--- src/rtl/neuron_seq_ctrl.sv ---
// Time-multiplexed perceptron sequencer: one shared MAC per X element, then a
// signed threshold compare presented on a valid/ready result port.
module neuron_seq_ctrl #(
  parameter  int NUM_INPUTS = 18,
  parameter  int NUMO_BITS  = 4,
  parameter  int THR_BITS   = 8,
  localparam int AW         = $clog2(NUM_INPUTS),
  localparam int ACC_W      = 2*NUMO_BITS + AW
) (
  input  logic                        clk,
  input  logic                        rst,
  input  logic                        w_we,
  input  logic [AW-1:0]               w_addr,
  input  logic signed [NUMO_BITS-1:0] w_data,
  output logic                        w_busy,
  output logic                        cfg_err,
  input  logic signed [THR_BITS-1:0]  threshold,
  input  logic                        x_valid,
  input  logic signed [NUMO_BITS-1:0] x_data,
  output logic                        x_ready,
  output logic                        out_valid,
  input  logic                        out_ready,
  output logic                        S,
  output logic signed [ACC_W-1:0]     acc_out
);

  typedef enum logic [1:0] {IDLE, ACCUM, RESULT} state_t;

  localparam logic [AW:0]   NUM_L = (AW+1)'(NUM_INPUTS);
  localparam logic [AW-1:0] LAST  = AW'(NUM_INPUTS - 1);
  localparam int            PW    = 2*NUMO_BITS;

  state_t                      state_q, state_d;
  logic [AW-1:0]               idx_q, idx_d;
  logic signed [ACC_W-1:0]     acc_q, acc_d;
  logic signed [ACC_W-1:0]     thr_q, thr_d;
  logic                        s_q, s_d;
  logic signed [ACC_W-1:0]     acc_out_q, acc_out_d;
  logic                        out_valid_q, out_valid_d;
  logic                        x_ready_q, x_ready_d;
  logic                        w_busy_q, w_busy_d;
  logic                        cfg_err_q, cfg_err_d;
  logic signed [NUMO_BITS-1:0] w_q [NUM_INPUTS];
  logic signed [NUMO_BITS-1:0] w_d [NUM_INPUTS];

  logic                        x_beat;
  logic                        addr_ok;
  logic signed [NUMO_BITS-1:0] w_sel;
  logic signed [PW-1:0]        prod;
  logic signed [ACC_W-1:0]     prod_ext;
  logic signed [ACC_W-1:0]     acc_sum;

  // Weight read uses the pre-write value, so a same-cycle write only affects later samples.
  always_comb begin
    w_sel    = w_q[idx_q];
    prod     = PW'(x_data) * PW'(w_sel);
    prod_ext = ACC_W'(prod);
    acc_sum  = acc_q + prod_ext;
    x_beat   = x_valid && x_ready_q;
    addr_ok  = ({1'b0, w_addr} < NUM_L);
  end

  always_comb begin
    state_d     = state_q;
    idx_d       = idx_q;
    acc_d       = acc_q;
    thr_d       = thr_q;
    s_d         = s_q;
    acc_out_d   = acc_out_q;
    out_valid_d = out_valid_q;
    cfg_err_d   = cfg_err_q;
    w_d         = w_q;

    if (w_we) begin
      if (!w_busy_q && addr_ok) begin
        w_d[w_addr] = w_data;
      end else begin
        cfg_err_d = 1'b1;
      end
    end

    case (state_q)
      IDLE: begin
        if (x_beat) begin
          acc_d   = prod_ext;
          thr_d   = ACC_W'(threshold);
          idx_d   = AW'(1);
          state_d = ACCUM;
        end
      end
      ACCUM: begin
        if (x_beat) begin
          acc_d = acc_sum;
          if (idx_q == LAST) begin
            idx_d       = '0;
            state_d     = RESULT;
            out_valid_d = 1'b1;
            s_d         = (acc_sum >= thr_q);
            acc_out_d   = acc_sum;
          end else begin
            idx_d = idx_q + AW'(1);
          end
        end
      end
      RESULT: begin
        if (out_valid_q && out_ready) begin
          state_d     = IDLE;
          out_valid_d = 1'b0;
        end
      end
      default: state_d = IDLE;
    endcase

    // Handshake flags follow the next state so they are registered alongside it.
    x_ready_d = (state_d != RESULT);
    w_busy_d  = (state_d != IDLE);
  end

  always_ff @(posedge clk or posedge rst) begin
    if (rst) begin
      state_q     <= IDLE;
      idx_q       <= '0;
      acc_q       <= '0;
      thr_q       <= '0;
      s_q         <= 1'b0;
      acc_out_q   <= '0;
      out_valid_q <= 1'b0;
      x_ready_q   <= 1'b0;
      w_busy_q    <= 1'b0;
      cfg_err_q   <= 1'b0;
      for (int i = 0; i < NUM_INPUTS; i++) w_q[i] <= '0;
    end else begin
      state_q     <= state_d;
      idx_q       <= idx_d;
      acc_q       <= acc_d;
      thr_q       <= thr_d;
      s_q         <= s_d;
      acc_out_q   <= acc_out_d;
      out_valid_q <= out_valid_d;
      x_ready_q   <= x_ready_d;
      w_busy_q    <= w_busy_d;
      cfg_err_q   <= cfg_err_d;
      w_q         <= w_d;
    end
  end

  assign w_busy    = w_busy_q;
  assign cfg_err   = cfg_err_q;
  assign x_ready   = x_ready_q;
  assign out_valid = out_valid_q;
  assign S         = s_q;
  assign acc_out   = acc_out_q;

endmodule

--- config.mk ---
export PLATFORM = sky130hd
export DESIGN_NAME = neuron_seq_ctrl
export DESIGN_NICKNAME = d
export VERILOG_FILES = /design/src/rtl/neuron_seq_ctrl.sv
export SDC_FILE = /design/constraint.sdc
export NUM_CORES = 1
export LEC_CHECK = 0
export ABC_AREA = 1
export BUFFER_PORTS_ARGS = -buffer_cell sky130_fd_sc_hd__buf_2
export CAP_MARGIN = 30
export CORE_AREA = 2 2 113 115
export CTS_CLUSTER_SIZE = 8
export DETAILED_ROUTE_END_ITERATION = 12
export DIE_AREA = 0 0 115 117
export PLACE_DENSITY = 0.8
export SLEW_MARGIN = 10
export SYNTH_ARGS = -nofsm -noshare
export SYNTH_HDL_FRONTEND = slang
export SYNTH_SLANG_ARGS = --single-unit
--- constraint.sdc ---
create_clock -name clk -period 7.7 [get_ports clk]
set_clock_uncertainty 0.05 [all_clocks]
set_input_delay 0.385 -clock clk [delete_from_list [all_inputs] [get_ports clk]]
set_output_delay 0.385 -clock clk [all_outputs]
set_load 0.005 [all_outputs]
==> flow_summary.toml <==
[clock_tree]
cts_buffers = 17
cts_resized = 0
cts_hold_buf = 0
clk_pin_slew_ps = 60
root_buffer = "clkbuf_16"
clk_latency_ps = 420
cts_buffer_depth = 2
cts_tree = "done"
clock-sinks = 118
postCtsSetupBuffers = 0
htree_num_levels = 4

[critical_path]
crit_slowest_cell = "fa_1"
timing.rr.end = "S"
cpMostUsedCell = "nand2_1"
max_stage_delay_ps = 530
r2r_start = "idx_q[0]"
r2r_slack_ps = 570
start_kind = "flip-flop"
cp_max_fo = 36
cp.arrival_ps = 7430
crit_type = "reg2reg"
r2r_cells = 36
end_kind = "flip-flop"
worstPathRequired_ps = 8000
crit_start = "idx_q[0]"

[synthesis]
synth_xor_area_frac = 0.0223
synth-simple-area-share = 0.207
synth_cell_types = 38
synth_compound_area_frac = 0.160
synth_area_um2 = 6670
syn_nets = 895
yosysWarnings = 0
synth_area_leaders = "dfrtp_1 (44%), nand2_1 (12%), o21ai_0 (9.4%)"
yosysTopAreaCell = "dfrtp_1"
syn_inst = 818
synth-seq-cells = 118
yosysSeqAreaShare = 0.442
synth-adder-area-share = 0.107
syn_avg_cell_area_um2 = 8.16
synth_top_family_by_area = "simple AND/OR/NAND/NOR gates"
synth.area.mux_share = 0.00169
synth_top_area_share = 0.442

[run_status]
status = "completed"

[global_routing]
grt_max_degree = 68
overflow = 0
grt_antenna_before_repair = 0
grt_pass1_vias = 5545
grt_pass1_wl_um = 26600
grt_use_total = 0.253

[detailed_routing]
dr.first_iter.drc_count = 541
firstDrtPassIters = 5
wl_per_cell_um = 15.6
drt.antenna.violating_nets = 0
drt-total-wl_um = 16100
vias = 5756
drc = 0
vias_per_cell = 5.60

[final_layout]
areaGrowthSynthToFinish_pct = 13.9
antenna_cells = 0
drive_gt1_frac = 0.116
final_area_um2 = 7600
fill_cells = 1041
finalNetCount = 941

[timing]
setup_viol = 0
period_share = 0.926
fin_setup_tns_ps = 0
worstMarginPinSlew_ps = 875
relSlewSlack = 0.413
rsz0062_at_grt = "false"
hold_viol_final = 0
finalMaxSlewViolations = 0
period_needed_ps = 7130
finalWorstSetupSlack_ps = 573
max_freq_mhz = 140

[die]
row_count = 41
core-area_um2 = 12300
ioPinCount = 44
initial_core_util = 0.542
die_h_um = 117
die-area_um2 = 13500
die_width_um = 115

[place]
gp_congestion = 0.872
pre_cts_ws_ps = 613
dp_hpwl_um = 10800
placed_area_um2 = 7020
io_buffers = 43

[flow_run]
timing.max_cap.violations = 0

[hold_path]
hold_path.class = "in2async"
[state kept, by name, summed over array words and instances, names as in the netlist, 2 cells and up]
name and flops:
state_q 2, thr_q 8, acc_out 13, w_q 72
acc_q 13, idx_q 5
[critical path, delay by kind of cell (launching register included)]
| kind | cells | cell delay, ps |
|---|---|---|
| fa+ha+maj | 7 | 2780 |
| compound gates | 10 | 1540 |
| simple gates | 13 | 1420 |
| flops | 1 | 520 |
| buf+inv | 5 | 520 |
| xor+xnor | 1 | 200 |
[worst max path at each step]
stage / endpoint / slack (ps) / cells past startpoint
floorplan: S / 1240 / 37
finish: S / 570 / 36
global route: S / 10 / 36
global placement: S / 910 / 35
CTS: S / 560 / 36
detailed placement: S / 610 / 36
[per-layer routing]
layer,GRT usage,wire (um),share of wire,vias up
met2,0.416,7790,0.49,162
li1,-,-,-,2803
met1,0.331,7120,0.44,2759
met5,0,0,0,-
met3,0.0613,824,0.051,32
met4,0.0884,325,0.020,0
[cells in the mapped netlist]
cell	count
nand2_1	222
o21ai_0	125
dfrtp_1	118
inv_1	74
nor2_1	63
ha_1	41
a21oi_1	32
nand3_1	23
o22ai_1	15
clkbuf_1	13
fa_1	10
nor3_1	10
xor2_1	10
buf_2	7
nand4_1	7
xnor2_1	7
a21oi_2	6
a22o_1	6
inv_2	5
nand2_2	3
nand2_4	2
o211ai_1	2
o21ai_1	2
a21o_1	1
a31oi_1	1
and2_4	1
buf_6	1
clkinv_1	1
mux2_2	1
nand3_2	1
nand3b_1	1
nor3_2	1
nor4_4	1
o2111ai_1	1
o211ai_2	1
o21ai_4	1
o21bai_1	1
or2_1	1
[kinds of logic (layout without fill, tap and decap cells)]
group | after synthesis | after routing
adders and majority gates | 51 | 51
xor gates and xnor gates | 17 | 17
DFF | 118 | 118
buffers and inverters | 101 | 160
and+or+nand+nor | 336 | 336
AOI/OAI and AO/OA | 194 | 194
muxes | 1 | 1
[area by class of cell]
cell class | count | area, um^2 | area share
clock buffers | 20 | 447 | 0.0587
inverters | 80 | 305 | 0.0402
multi-input cells | 599 | 3330 | 0.437
repair buffers | 48 | 256 | 0.0337
flip-flops and latches | 118 | 2950 | 0.388
clock inverters | 12 | 129 | 0.0169
well taps | 150 | 188 | 0.0247
[through the flow]
step	utilization	hold slack, ps	cells
floorplan	-	395	818
global placement	0.570	402	995
detailed placement	0.570	408	995
CTS	0.617	44.8	1027
global route	0.618	80.6	1027
finish	0.618	15.5	1027
[cell usage in the layout, fill, tap and decap left out, types with 6 or more instances in the layout]
| master | instances |
|---|---|
| nand4_1 | 7 |
| fa_1 | 10 |
| xnor2_1 | 7 |
| ha_1 | 41 |
| nand2_1 | 222 |
| a22o_1 | 6 |
| o22ai_1 | 15 |
| inv_1 | 73 |
| dfrtp_1 | 118 |
| nor2_1 | 63 |
| nand3_1 | 23 |
| o21ai_0 | 125 |
| nor3_1 | 10 |
| xor2_1 | 10 |
| a21oi_1 | 32 |
| buf_2 | 43 |
| clkbuf_16 | 17 |
| a21oi_2 | 6 |
Power is left out: the tool's default activity adds up to more than one toggle a clock period on the data nets, which glitch-free logic cannot reach.
